===== src/rtl/lsu_ctrl_pkg.sv =====
// Shared constants for the load/store unit: RISC-V funct3 size codes, default widths,
// and small decode helpers used by the controller.
package lsu_ctrl_pkg;

   localparam int DATAWIDTH_DEF = 32;
   localparam int ADDR_W_DEF    = 10;

   localparam logic [2:0] F3_B  = 3'd0;
   localparam logic [2:0] F3_H  = 3'd1;
   localparam logic [2:0] F3_W  = 3'd2;
   localparam logic [2:0] F3_BU = 3'd4;
   localparam logic [2:0] F3_HU = 3'd5;

   function automatic logic op_illegal(input logic store, input logic [2:0] f3);
      if (store)
         return f3 > F3_W;
      else
         return (f3 == 3'd3) || (f3 == 3'd6) || (f3 == 3'd7);
   endfunction

   // Only meaningful for legal ops; byte accesses can never be misaligned.
   function automatic logic op_misaligned(input logic [2:0] f3, input logic [1:0] a);
      case (f3)
         F3_H, F3_HU: return a[0];
         F3_W:        return a != 2'd0;
         default:     return 1'b0;
      endcase
   endfunction

   // Index of the final byte of an access of this size.
   function automatic logic [1:0] op_last_byte(input logic [2:0] f3);
      case (f3)
         F3_H, F3_HU: return 2'd1;
         F3_W:        return 2'd3;
         default:     return 2'd0;
      endcase
   endfunction

endpackage


===== src/rtl/lsu_ctrl_load_align.sv =====
// Load result assembly: picks each byte lane from the live memory word or from bytes
// captured during a split access, then sign/zero extends according to funct3.
module lsu_load_align
   import lsu_ctrl_pkg::*;
#(
   parameter int datawidth = DATAWIDTH_DEF
) (
   input  logic [2:0]           funct3,
   input  logic                 split,
   input  logic [1:0]           last_idx,
   input  logic [datawidth-1:0] raw,
   input  logic [datawidth-1:0] capt,
   output logic [datawidth-1:0] rdata
);

   localparam int NB = datawidth / 8;

   logic [datawidth-1:0] word;

   // In a split access the final byte arrives on dataOut[7:0] in the response cycle.
   genvar gi;
   generate
      for (gi = 0; gi < NB; gi++) begin : g_lane
         assign word[8*gi +: 8] = !split                ? raw[8*gi +: 8] :
                                  (2'(gi) == last_idx)  ? raw[7:0]       :
                                                          capt[8*gi +: 8];
      end
   endgenerate

   always_comb begin
      rdata = word;
      case (funct3)
         F3_B:    rdata = {{(datawidth-8){word[7]}}, word[7:0]};
         F3_H:    rdata = {{(datawidth-16){word[15]}}, word[15:0]};
         F3_BU:   rdata = {{(datawidth-8){1'b0}}, word[7:0]};
         F3_HU:   rdata = {{(datawidth-16){1'b0}}, word[15:0]};
         default: rdata = word;
      endcase
   end

endmodule


===== src/rtl/lsu_ctrl.sv =====
// Load/store unit controller: accepts one memory op, drives the data-memory strobes,
// and returns a single-cycle response. Define LSU_MISALIGN_SPLIT_EN to split misaligned
// halfword/word ops into ascending byte accesses instead of flagging them.
module lsu_ctrl
   import lsu_ctrl_pkg::*;
#(
   parameter int datawidth = DATAWIDTH_DEF,
   parameter int ADDR_W    = ADDR_W_DEF
) (
   input  logic                 clk,
   input  logic                 rst,
   input  logic                 req_valid,
   output logic                 req_ready,
   input  logic                 req_store,
   input  logic [2:0]           req_funct3,
   input  logic [31:0]          req_addr,
   input  logic [datawidth-1:0] req_wdata,
   output logic                 MemWrite,
   output logic                 MemRead,
   output logic [2:0]           funct3,
   output logic [ADDR_W-1:0]    dataAddr,
   output logic [datawidth-1:0] dataIn,
   input  logic [datawidth-1:0] dataOut,
   output logic                 rsp_valid,
   output logic [datawidth-1:0] rsp_rdata,
   output logic                 rsp_misaligned,
   output logic                 rsp_illegal
);

`ifdef LSU_MISALIGN_SPLIT_EN
   localparam bit SPLIT_EN = 1'b1;
`else
   localparam bit SPLIT_EN = 1'b0;
`endif

   typedef enum logic [1:0] {
      ST_IDLE,
      ST_ACCESS,
      ST_RESP
   } state_t;

   state_t               state_reg, state_next;
   logic                 store_reg, store_next;
   logic [2:0]           f3_reg, f3_next;
   logic [ADDR_W-1:0]    addr_reg, addr_next;
   logic [datawidth-1:0] wdata_reg, wdata_next;
   logic                 mis_reg, mis_next;
   logic                 ill_reg, ill_next;
   logic                 split_reg, split_next;
   logic [1:0]           last_reg, last_next;
   logic [1:0]           cnt_reg, cnt_next;
   logic [datawidth-1:0] capt_reg, capt_next;

   logic                 accept;
   logic                 req_ill;
   logic                 req_mis;
   logic [1:0]           prev_idx;
   logic [datawidth-1:0] align_rdata;
   logic                 unused_addr_bits;

   assign unused_addr_bits = ^req_addr[31:ADDR_W];

   assign req_ill  = op_illegal(req_store, req_funct3);
   assign req_mis  = !req_ill && op_misaligned(req_funct3, req_addr[1:0]);
   assign accept   = req_valid && req_ready;
   assign prev_idx = cnt_reg - 2'd1;

   always_ff @(posedge clk) begin
      if (rst) begin
         state_reg <= ST_IDLE;
         store_reg <= 1'b0;
         f3_reg    <= '0;
         addr_reg  <= '0;
         wdata_reg <= '0;
         mis_reg   <= 1'b0;
         ill_reg   <= 1'b0;
         split_reg <= 1'b0;
         last_reg  <= '0;
         cnt_reg   <= '0;
         capt_reg  <= '0;
      end else begin
         state_reg <= state_next;
         store_reg <= store_next;
         f3_reg    <= f3_next;
         addr_reg  <= addr_next;
         wdata_reg <= wdata_next;
         mis_reg   <= mis_next;
         ill_reg   <= ill_next;
         split_reg <= split_next;
         last_reg  <= last_next;
         cnt_reg   <= cnt_next;
         capt_reg  <= capt_next;
      end
   end

   always_comb begin
      state_next = state_reg;
      store_next = store_reg;
      f3_next    = f3_reg;
      addr_next  = addr_reg;
      wdata_next = wdata_reg;
      mis_next   = mis_reg;
      ill_next   = ill_reg;
      split_next = split_reg;
      last_next  = last_reg;
      cnt_next   = cnt_reg;
      capt_next  = capt_reg;

      case (state_reg)
         ST_IDLE, ST_RESP: begin
            state_next = ST_IDLE;
            if (accept) begin
               store_next = req_store;
               f3_next    = req_funct3;
               addr_next  = req_addr[ADDR_W-1:0];
               wdata_next = req_wdata;
               ill_next   = req_ill;
               mis_next   = req_mis && !SPLIT_EN;
               split_next = req_mis && SPLIT_EN;
               last_next  = (req_mis && SPLIT_EN) ? op_last_byte(req_funct3) : 2'd0;
               cnt_next   = 2'd0;
               // Errors skip the memory entirely and answer in the very next cycle.
               if (req_ill || (req_mis && !SPLIT_EN))
                  state_next = ST_RESP;
               else
                  state_next = ST_ACCESS;
            end
         end
         ST_ACCESS: begin
            // dataOut now holds the byte read in the previous split cycle.
            if (split_reg && !store_reg && cnt_reg != 2'd0)
               capt_next[{prev_idx, 3'b000} +: 8] = dataOut[7:0];
            if (cnt_reg == last_reg)
               state_next = ST_RESP;
            else
               cnt_next = cnt_reg + 2'd1;
         end
         default: state_next = ST_IDLE;
      endcase
   end

   lsu_load_align #(
      .datawidth (datawidth)
   ) u_align (
      .funct3   (f3_reg),
      .split    (split_reg),
      .last_idx (last_reg),
      .raw      (dataOut),
      .capt     (capt_reg),
      .rdata    (align_rdata)
   );

   always_comb begin
      req_ready      = (state_reg == ST_IDLE || state_reg == ST_RESP) && !rst;
      MemRead        = (state_reg == ST_ACCESS) && !rst && !store_reg;
      MemWrite       = (state_reg == ST_ACCESS) && !rst && store_reg;
      funct3         = split_reg ? (store_reg ? F3_B : F3_BU) : f3_reg;
      dataAddr       = addr_reg + ADDR_W'(cnt_reg);
      dataIn         = split_reg ? datawidth'(wdata_reg[{cnt_reg, 3'b000} +: 8]) : wdata_reg;
      rsp_valid      = (state_reg == ST_RESP) && !rst;
      rsp_misaligned = rsp_valid && mis_reg;
      rsp_illegal    = rsp_valid && ill_reg;
      rsp_rdata      = (rsp_valid && !store_reg && !mis_reg && !ill_reg) ? align_rdata : '0;
   end

endmodule


===== config.mk =====
export PLATFORM = sky130hd
export DESIGN_NAME = lsu_ctrl
export DESIGN_NICKNAME = d
export VERILOG_FILES = /design/src/rtl/lsu_ctrl_pkg.sv /design/src/rtl/lsu_ctrl_load_align.sv /design/src/rtl/lsu_ctrl.sv
export SDC_FILE = /design/constraint.sdc
export NUM_CORES = 1
export LEC_CHECK = 0
export ABC_CLOCK_PERIOD_IN_PS = 2060
export BUFFER_PORTS_ARGS = -buffer_cell sky130_fd_sc_hd__buf_2
export CORE_MARGIN = 8
export CORE_UTILIZATION = 43
export CTS_BUF_LIST = sky130_fd_sc_hd__clkbuf_4 sky130_fd_sc_hd__clkbuf_8 sky130_fd_sc_hd__clkbuf_16
export CTS_CLUSTER_DIAMETER = 60
export CTS_CLUSTER_SIZE = 16
export DETAILED_ROUTE_END_ITERATION = 7
export PLACE_DENSITY_LB_ADDON = 0.05
export SYNTH_ARGS = -nofsm -noshare
export SYNTH_HDL_FRONTEND = slang
export SYNTH_HIERARCHICAL = 1
export SYNTH_SLANG_ARGS = --single-unit

===== constraint.sdc =====
create_clock -name clk -period 2.06 [get_ports clk]
set_clock_uncertainty 0.1 [all_clocks]
set_input_delay 0 -clock clk [delete_from_list [all_inputs] [get_ports clk]]
set_output_delay 0 -clock clk [all_outputs]
set_load 0.02 [all_outputs]

After elaboration in Yosys (flattened, before gate mapping)
Index checks and enable logic that the tools add are counted.
- latch bits: 0
- memories kept: 0
- output and inout port bits: 83
- bits in registers: 52
- logic and storage cells: 66
- bits of input ports: 103
- memory bits (read-only): 0
- bits in writable memories: 0
- div/mod/pow operators: 0
- add/sub/neg operators: 2
- multiplexer cells: 11
- $lt $le $gt $ge: 1
- multipliers: 0
- shift-type cells: 0
- bitwise logic cells: 0
- eq/ne operators: 14
- reduce and logical (&&, ||, !) cells: 30
- operators by type and width (cell ; number):
    one-hot mux 32 bit (4 select lines) ; 1
    two-way mux 32 bit ; 1
    equality test 3 bit, second input constant ; 5
    logical AND 1 bit ; 12
    adder 10 x 2 -> 10 bit ; 1
    two-way mux 2 bit ; 5
    one-hot mux 2 bit (2 select lines) ; 2
    equality test 3 x 1 -> 1 bit, second input constant ; 2
    equality test 3 x 2 -> 1 bit, second input constant ; 2
    inequality test 2 bit, second input constant ; 3
    zero test 1 bit ; 5
    zero test 2 bit ; 2
    logical OR 1 bit ; 4
    nonzero test 2 bit ; 2
    OR reduction 2 bit ; 2
    greater-than comparator 3 x 2 -> 1 bit, second input constant ; 1
    zero test 3 bit ; 1
    AND reduction 3 bit ; 1
    adder 2 x 1 -> 2 bit, second input constant ; 1
    equality test 2 x 1 -> 1 bit, second input constant ; 1
    equality test 2 bit, second input constant ; 1
    one-hot mux 1 bit (2 select lines) ; 1
    AND reduction 2 bit ; 1
    two-way mux 1 bit ; 1

Logic depth before layout (Yosys ltp)
Gate-level depths: netlist of run 1.
- depth in word-level cells: 10
- depth in mapped cells: 7
- depth with buffers taken out: 5

Cells and area by module
The synthesis of run 1 kept the hierarchy.
- modules (own cells, without submodules) (module ; area each (um^2) ; times used ; sequential area each (um^2) ; cells an instance):
    lsu_ctrl ; 2464.9 ; 1 ; 1041.0 ; 304
    lsu_load_align ; 949.7 ; 1 ; 0.0 ; 138

Worst setup path after synthesis of run 1
No wires, ideal clock.
- kind: register -> output
- from: register f3_reg[0]
- to: output rsp_rdata[24]
- buffers on the path: 2
- required time: 1.960 ns
- data arrival time: 1.802 ns
- stages on the path, launching flop included: 8
- slack: 0.158 ns
- cell sequence: dfxtp_1 -> buf_2 -> nor4b_1 -> mux2i_4 -> a21boi_4 -> buf_12 -> o21ai_2 -> and2_1
- word-level cells in the longest chain between the ends: 3
- elaborated cells on any way between the ends: 6
- those cells by class: 3 x eq/ne; 2 x mux; 1 x reduce/logical
- ends and longest elaborated chain (what ; line ; text):
    start, declared ; lsu_ctrl.sv:44 ; logic [2:0] f3_reg, f3_next;
    start signal, assigned ; lsu_ctrl.sv:84 ; f3_reg <= f3_next;
    equality test 3 bit, or another cell as far along ; lsu_ctrl_load_align.sv:32 ; case (funct3)
    one-hot mux 32 bit (4 select lines) * ; lsu_ctrl_load_align.sv:32 ;
    named net align_rdata[24] ; lsu_ctrl.sv:58 ; logic [datawidth-1:0] align_rdata;
    two-way mux 32 bit * ; lsu_ctrl.sv:163 ; rsp_rdata = (rsp_valid && !store_reg && !mis_reg && !ill_reg) ? align_rdata : '0;
    end, declared ; lsu_ctrl.sv:25 ; output logic [datawidth-1:0] rsp_rdata,
Mark *: on every way through the listed nets, which the timed path passes. The rest lies on a longest branch.

Worst setup path after layout of run 1
- from: register cnt_reg[0]
- to: output dataAddr[8]
- word-level cells in the longest chain between the ends: 1
- ends and longest elaborated chain (what ; line ; text):
    start, declared ; lsu_ctrl.sv:51 ; logic [1:0] cnt_reg, cnt_next;
    start signal, assigned ; lsu_ctrl.sv:91 ; cnt_reg <= cnt_next;
    adder 10 x 2 -> 10 bit ; lsu_ctrl.sv:158 ; dataAddr = addr_reg + ADDR_W'(cnt_reg);
    end, declared ; lsu_ctrl.sv:21 ; output logic [ADDR_W-1:0] dataAddr,
Every way passes these cells.

==> run summary, run 1 <==
outcome: finished, final reports clean
worst-path cell chain: ha_1 -> fa_1 -> nand4_1 -> nor2_1 -> xor2_1 -> buf_2
hold wc startpoint: rst
num rows: 32
crit start category: flip-flop
GRT Total Usage: 0.190
layout cells sized above 1: 0.303
period utilization: 0.959
HPWL after DPL: 7730 µm
DIE AREA: 0.0110 mm²
Max Cap Viol: 0
# setup viols final: 0
I/O pin total: 186
cell taking the most area after synthesis: dfxtp_1
antenna cells: 0
CTS root buffer: clkbuf_8
Worst slew margin: 0.672
r2r endpoint: cnt_reg[0]
hold path endpoint: mis_reg
required time worst endpoint: 1960 ps
initial antenna violation count: 0
Layout Area Growth over Synthesis: 48.6%
vias in the first global route: 3746
Worst Max-Slew Pin Slew: 485 ps
CTS tree: yes
Initial Utilization: 0.442
largest net degree at the start of global routing: 91
Leak: 2.49 nW
Routed WL: 10800 µm
H-tree levels: 2
RSZ-0062 raised after global routing: false
antenna viol nets, final: 0
CTS Buffer Depth: 2
layout filler cell count: 688
Final Critical Period: 1980 ps
fin. max-slew vios: 0
Largest register FFs: 32
width of the die: 105 µm
final hold vios: 0
R2R cell count: 5
total chip power: 2.67 mW
unique cell type count in the Yosys netlist: 48
post-synthesis sequential area ratio: 0.305
#FFs+latches synth: 52
Worst-Skew Late Latency: 290 ps
Pre-antenna DRT Iters: 4
first-pass GRT wire length: 17800 µm
first-iteration detailed-routing DRC count: 147
Pwr Density: 527 mW/mm²
setup TNS: 0 ps
count of warnings emitted by yosys: 6
Worst path slowest cell: fa_1
Post-Syn Area: 0.00341 mm²
Placeable Area: 0.00773 mm²
WS Path Type: flip-flop to primary output
routed via count: 3713
port buffer count: 163
CP max stage delay: 440 ps
Post-Syn Instances: 442
total gr overflow: 0
CTS Sinks: 52
Max IR drop VDD: 0.000390 V
FMAX: 506 MHz
Die H: 105 µm
Syn Area/Cell: 7.73 µm²
Setup crit end kind: primary output
# DRC: 0
Max FO, Critical Path: 3
Routed WL per cell: 13.9 µm
Synth area leaders: dfxtp_1 30%, nand2b_1 10%, o21ai_0 9.8%
gpl congestion: 0.824
RR Startpoint: cnt_reg[1]
vias per cell: 4.75
Critical Path AT: 1880 ps
total CTS buffers: 5
Worst Hold Class: primary input to flip-flop
R2R setup slack: 500 ps
Synth top area share: 0.305
CTS clk-pin slew, worst paths: 90 ps
hold depth: 3
fin nets: 785
placed cells by master, fill, tap and decap left out, types with 14 or more instances in the layout:
| cell type | instances |
|---|---|
| a21oi_1 | 14 |
| nand2b_1 | 56 |
| dfxtp_1 | 51 |
| and2_1 | 40 |
| mux2i_1 | 15 |
| conb_1 | 47 |
| buf_2 | 163 |
| o21ai_0 | 67 |
| nand2_1 | 57 |
| dlygate4sd3_1 | 47 |
per-stage QoR:
step | utilization | worst slack, ps | hold slack (ps) | instances | instance area (µm²)
final | 0.657 | 83.9 | 75.8 | 781 | 5070
after global routing | 0.657 | 9.95 | 86.2 | 781 | 5070
after CTS | 0.653 | 85.1 | 71.0 | 781 | 5050
after detailed placement | 0.572 | 243 | 98.8 | 725 | 4420
after global placement | 0.572 | 302 | 93.9 | 725 | 4420
after floorplan | - | 158 | 8.48 | 488 | 3590
power by group:
part / switching (mW) / leakage (nW) / total (mW) / internal [mW]
clock: 0.326 / 0.0645 / 0.755 / 0.429
combinational: 0.419 / 1.99 / 0.788 / 0.369
sequential: 0.0540 / 0.430 / 1.13 / 1.08
routing by layer:
layer | GRT usage | vias to the layer above | share of wire
li1 | - | 1917 | -
met1 | 0.197 | 1663 | 0.41
met2 | 0.352 | 124 | 0.50
met3 | 0.0719 | 9 | 0.086
met4 | 0.0418 | 0 | 0.0098
met5 | 0 | - | 0
worst max path at each step:
stage	start	to	slack [ps]	cells past startpoint
after floorplan	f3_reg[0]	rsp_rdata[24]	160	7
after global placement	f3_reg[0]	rsp_rdata[19]	300	6
after detailed placement	f3_reg[0]	rsp_rdata[23]	240	6
after CTS	cnt_reg[0]	dataAddr[6]	90	6
after global routing	cnt_reg[1]	dataAddr[9]	10	5
final	cnt_reg[0]	dataAddr[8]	80	6
repair_timing:
action | in CTS | in global routing
buffers inserted | 1 | 0
gates resized for setup | 2 | 4
setup endpoints to repair | 16 | 10
hold endpoints to repair | 50 | 0
hold buffers | 47 | 0
worst max-delay path, delay by kind of cell, from the launching register on:
family	cells	cell delay, ps
and+or+nand+nor	2	220
xor gates and xnor gates	1	170
buffers and inverters	1	200
DFF	1	340
adders and majority gates	2	650
Yosys cell counts (all sizes together):
library cell   n
nand3         11
mux2           8
o21ai         77
a221oi         1
nor4bb         2
o31ai          1
o21bai         1
conb           1
and2          40
fa             1
a21oi         14
nor2           8
or4b           1
a21o           1
o21a           1
nor3b          2
xor2           6
inv            4
dfxtp         52
nand2         57
buf           16
a21boi         1
ha             3
a31oi          3
o221ai         1
nand4          1
clkbuf        19
and3          11
nand3b         4
nand2b        58
mux2i         16
nor4b          4
nor4           1
nor3           3
or3b           2
o22ai          7
xnor2          3
logic make-up after synthesis:
kind of cell	count (synthesis)	synth area share
other cells	1	0.00110
flops	52	0.305
xor+xnor	9	0.0231
buf+inv	39	0.0561
mux	24	0.0770
simple gates	205	0.341
fa+ha+maj	4	0.0169
compound gates	108	0.180
final cells by class:
type | count | area (µm²) | area share
inverter | 4 | 15.0 | 0.00296
clock inverter | 1 | 30.0 | 0.00592
timing repair buffer | 218 | 1370 | 0.270
multi-input combinational | 397 | 2390 | 0.471
tap | 102 | 128 | 0.0252
clock buffer | 7 | 96.3 | 0.0190
sequential | 52 | 1040 | 0.205
(Power assumes the default switching activity.)
==> run 2, diff against run 1 <==
--- a/config.mk
+++ b/config.mk
@@ -6,8 +6,8 @@
 export NUM_CORES = 1
 export LEC_CHECK = 0
-export ABC_CLOCK_PERIOD_IN_PS = 2060
+export ABC_CLOCK_PERIOD_IN_PS = 1700
 export BUFFER_PORTS_ARGS = -buffer_cell sky130_fd_sc_hd__buf_2
 export CORE_MARGIN = 8
-export CORE_UTILIZATION = 43
+export CORE_UTILIZATION = 41
 export CTS_BUF_LIST = sky130_fd_sc_hd__clkbuf_4 sky130_fd_sc_hd__clkbuf_8 sky130_fd_sc_hd__clkbuf_16
 export CTS_CLUSTER_DIAMETER = 60
==> constraint.sdc (replaced) <==
create_clock -name clk -period 1.7 [get_ports clk]
set_clock_uncertainty 0.1 [all_clocks]
set_input_delay 0 -clock clk [delete_from_list [all_inputs] [get_ports clk]]
set_output_delay 0 -clock clk [all_outputs]
set_load 0.01 [all_outputs]
==> run 2 against run 1 <==
Compared with the run above: the run now ends with negative setup slack left; via count rose by 2.2%; register-to-register slack got worse by 420 ps; hold slack got worse by 29 ps; critical path depth did not move; clock power fell by 10%; die area rose by 4.1%; power rose by 14%; combinational power rose by 24%; first-iteration DRC count rose by 11%; critical path type unchanged.
==> run summary, run 2 (synthesis gave the netlist of run 1 again) <==
outcome: complete, but fails checks
failing checks: negative setup slack
Worst Max-Slew Pin Slew: 489 ps
commonest non-fill, non-tap cell in the layout: buf_2
final hold vios: 0
RSZ-0062 raised after global routing: true
# setup viols final: 31
antenna cells: 0
CTS tree: yes
crit start category: flip-flop
Max IR drop VDD: 0.000423 V
DIE AREA: 0.0115 mm²
Initial Utilization: 0.420
Setup crit end kind: primary output
WS Path Type: flip-flop to primary output
total gr overflow: 0
Placeable Area: 0.00813 mm²
FMAX: 534 MHz
hold depth: 3
Worst slew margin: 0.669
# DRC: 0
CTS clk-pin slew, worst paths: 90 ps
layout filler cell count: 736
Post-Route M1 WL: 4920 µm
Worst Hold Class: primary input to flip-flop
CTS root buffer: clkbuf_8
most frequent cells in the layout: 158 x buf_2, 60 x o21ai_0, 56 x nand2_1
routed via count: 3793
I/O pin total: 186
fin nets: 802
largest net degree at the start of global routing: 63
HPWL after DPL: 7850 µm
Layout Area Growth over Synthesis: 57.2%
Critical Path AT: 1770 ps
wire length on met2: 5690 µm
Top Layer Used: met4
Met3 Wirelength: 935 µm
GRT Total Usage: 0.190
layout cells sized above 1: 0.361
Max FO, Critical Path: 3
H-tree levels: 2
CTS Buffer Depth: 2
final hold slack: 47.1 ps
gpl congestion: 0.749
Final Critical Period: 1870 ps
total chip power: 3.04 mW
Leak: 2.60 nW
initial antenna violation count: 0
first-pass GRT wire length: 18200 µm
required time worst endpoint: 1600 ps
Routed WL: 11700 µm
Die H: 107 µm
antenna viol nets, final: 0
first-iteration detailed-routing DRC count: 163
vias in the first global route: 3762
Pwr Density: 566 mW/mm²
slack of the critical path: -173 ps
port buffer count: 163
R2R cell count: 6
Largest register FFs: 32
fin. max-slew vios: 0
width of the die: 107 µm
Routed WL per cell: 14.6 µm
period utilization: 1.10
num rows: 33
total CTS buffers: 5
CTS Sinks: 52
vias per cell: 4.74
Worst-Skew Late Latency: 300 ps
Pre-antenna DRT Iters: 4
Max Cap Viol: 0
run 2: what timing repair did:
item                       in CTS  in global routing
hold buffers                   47                  0
gates resized for setup        37                 23
gates cloned                    1                  3
hold endpoints to repair       49                  0
pin swaps                       4                 11
setup endpoints to repair      40                 41
setup buffers                   8                  6
run 2: final cells by class:
class                           instances  area [µm²]  share of cell area
Clock buffer                            5        68.8              0.0128
Clock inverter                          2        12.5             0.00233
Inverter                                4        15.0             0.00280
Multi-Input combinational cell        401        2550               0.475
Sequential cell                        52        1060               0.198
Tap cell                              105         131              0.0245
Timing Repair Buffer                  231        1530               0.285
run 2: routing by layer:
| layer | up-vias | GRT usage |
|---|---|---|
| met5 | - | 0 |
| met4 | 0 | 0.0452 |
| met3 | 14 | 0.0527 |
| met2 | 127 | 0.323 |
| met1 | 1687 | 0.232 |
| li1 | 1965 | - |
run 2: worst paths after layout:
| kind | slack (ps) | startpoint | end |
|---|---|---|---|
| setup / recovery | -170 | cnt_reg[0] | dataAddr[8] |
| hold / removal | 50 | rst | cnt_reg[0] |
| setup reg to reg | 80 | cnt_reg[0] | cnt_reg[0] |
| hold reg to reg | 380 | wdata_reg[13] | wdata_reg[13] |
run 2: critical path: stages (launching register included):
cell	delay [ps]
dfxtp_4	370
ha_4	160
fa_2	370
nand4_1	150
nor2_1	80
xor2_1	180
buf_2	160
run 2: stage by stage:
step	setup WS [ps]	instances	util	area [µm²]	setup TNS, ps
2_1_floorplan	24.6	488	-	3590	0
3_3_place_gp	38.0	731	0.549	4460	0
3_5_place_dp	-49.6	731	0.549	4460	-702
4_1_cts	-133	794	0.642	5220	-2260
5_1_grt	-238	800	0.660	5370	-5410
6_report	-173	800	0.660	5370	-2980
run 2: where the power goes:
part | switching, mW | total (mW) | internal [mW]
registers | 0.0728 | 1.38 | 1.31
clock network | 0.398 | 0.677 | 0.280
logic | 0.474 | 0.981 | 0.506
==> run 3, diff against run 2 <==
--- a/config.mk
+++ b/config.mk
@@ -12,5 +12,5 @@
 export CTS_BUF_LIST = sky130_fd_sc_hd__clkbuf_4 sky130_fd_sc_hd__clkbuf_8 sky130_fd_sc_hd__clkbuf_16
 export CTS_CLUSTER_DIAMETER = 60
-export CTS_CLUSTER_SIZE = 16
+export CTS_CLUSTER_SIZE = 24
 export DETAILED_ROUTE_END_ITERATION = 7
 export PLACE_DENSITY_LB_ADDON = 0.05
==> constraint.sdc (replaced) <==
create_clock -name clk -period 1.7 [get_ports clk]
set_clock_uncertainty 0.1 [all_clocks]
set_input_delay 0.34 -clock clk [delete_from_list [all_inputs] [get_ports clk]]
set_output_delay 0.34 -clock clk [all_outputs]
set_load 0.01 [all_outputs]
==> run 3 against run 2 <==
Compared with the run above: the run still ends with negative setup slack left; wire length fell by 9.8%; design area fell by 5.5%; fmax decreased by 14%; sequential cell count stayed put; sequential power is essentially flat; via count decreased by 4.0%; critical endpoint is now rsp_rdata[29].
==> run summary, run 3 (synthesis gave the netlist of run 1 again) <==
Gate power share: 0.287
crit start category: flip-flop
placed cell count: 749
Worst Hold Class: primary input to flip-flop
DIE AREA: 0.0115 mm²
Critical Path AT: 1740 ps
CTS clk-pin slew, worst paths: 100 ps
Max IR drop VDD: 0.000543 V
vias per cell: 4.79
Worst path slowest cell: dfxtp_2
required time worst endpoint: 1260 ps
Net Sw Power: 0.929 mW
switching part of the total: 0.297
Hold Buf Count CTS: 0
Largest register FFs: 32
first-pass GRT wire length: 17100 µm
Worst Max-Slew Pin Slew: 489 ps
Die H: 107 µm
CP max stage delay: 360 ps
Routed WL per cell: 13.9 µm
total gr overflow: 0
CTS Buffer Depth: 2
Worst slew margin: 0.670
largest net degree at the start of global routing: 38
worst-path cell chain: nor4b_4 -> mux2i_4 -> a21boi_4 -> buf_12 -> o21ai_2 -> and2_4 -> buf_2
Initial Utilization: 0.420
antenna cells: 0
total CTS buffers: 5
Seq pwr share: 0.436
fin. max-slew vios: 0
Placeable Area: 0.00813 mm²
I/O pin total: 186
initial antenna violation count: 0
RSZ-0062 raised after global routing: true
fin area: 0.00507 mm²
gpl congestion: 0.832
Max FO, Critical Path: 16
Pwr Density: 617 mW/mm²
WS Path Type: flip-flop to primary output
commonest non-fill, non-tap cell in the layout: buf_2
Layout Area Growth over Synthesis: 48.4%
most frequent cells in the layout: 155 x buf_2, 67 x o21ai_0, 57 x nand2_1
# setup viols final: 41
Placed Area: 0.00471 mm²
fin nets: 762
H-tree levels: 2
post-route insts no fill: 761
failing checks: negative setup slack
# DRC: 0
antenna viol nets, final: 0
CTS Sinks: 52
Final Core Density: 0.623
Pre-antenna DRT Iters: 4
outcome: complete, but fails checks
Leak: 2.49 nW
period utilization: 1.28
num rows: 33
Clock Power Share: 0.277
Max Cap Viol: 0
slack of the critical path: -479 ps
Setup crit end kind: primary output
first-iteration detailed-routing DRC count: 145
width of the die: 107 µm
routed via count: 3642
setup TNS: -14540 ps
HPWL after DPL: 7930 µm
CTS tree: yes
post-place setup slack: -204 ps
final hold vios: 0
port buffer count: 163
CTS root buffer: clkbuf_8
layout cells sized above 1: 0.416
Int Power: 2.20 mW
Routed WL: 10600 µm
Worst-Skew Late Latency: 300 ps
vias in the first global route: 3654
GRT Total Usage: 0.178
FMAX: 459 MHz
Final Critical Period: 2180 ps
## run 3: what timing repair did
action / CTS / global route
buffers inserted: 2 / 2
endpoints found under the setup margin: 42 / 42
gates cloned: 2 / 0
gates resized for setup: 30 / 15
pin swaps: 16 / 5
## run 3: final cells by class
class	count	area (µm²)
multi-input combinational	397	2540
sequential	52	1060
fill	797	3070
inverter	4	15.0
clock inverter	3	46.3
timing repair buffer	195	1210
clock buffer	5	68.8
tap	105	131
## run 3: critical path: cells and delay by family (launching register included)
kind	cells	cell delay (ps)
compound gates	2	210
flops	1	360
mux	1	100
simple gates	2	470
buf+inv	2	300
## run 3: metal layers
| metal | vias to the layer above | GRT usage | share of wire |
|---|---|---|---|
| li1 | 1886 | - | - |
| met5 | - | 0 | 0 |
| met4 | 0 | 0.0281 | 0.0038 |
| met1 | 1639 | 0.215 | 0.42 |
| met3 | 5 | 0.0713 | 0.10 |
| met2 | 112 | 0.293 | 0.47 |
## run 3: power groups by stage
stage | registers (mW) | logic, mW | clock network [mW]
5_1_grt | 1.38 | 0.996 | 0.952
6_report | 1.36 | 0.897 | 0.865
2_1_floorplan | 1.42 | 0.498 | 0
4_1_cts | 1.37 | 0.876 | 0.903
3_3_place_gp | 1.38 | 0.832 | 0
3_5_place_dp | 1.39 | 0.843 | 0
## run 3: path summary, 6_finish.rpt
path | from | endpoint | slack [ps] | cells past startpoint
max | f3_reg[0] | rsp_rdata[29] | -480 | 7
min | req_wdata[26] | wdata_reg[26] | 120 | 3
max reg2reg | cnt_reg[0] | cnt_reg[0] | 100 | 6
min reg2reg | wdata_reg[8] | wdata_reg[8] | 370 | 2
## run 3: per-stage QoR
| stage | power, mW | hold slack (ps) |
|---|---|---|
| floorplan | 1.91 | 348 |
| global placement | 2.22 | 352 |
| detailed placement | 2.23 | 354 |
| CTS | 3.15 | 110 |
| global route | 3.33 | 114 |
| finish | 3.13 | 120 |
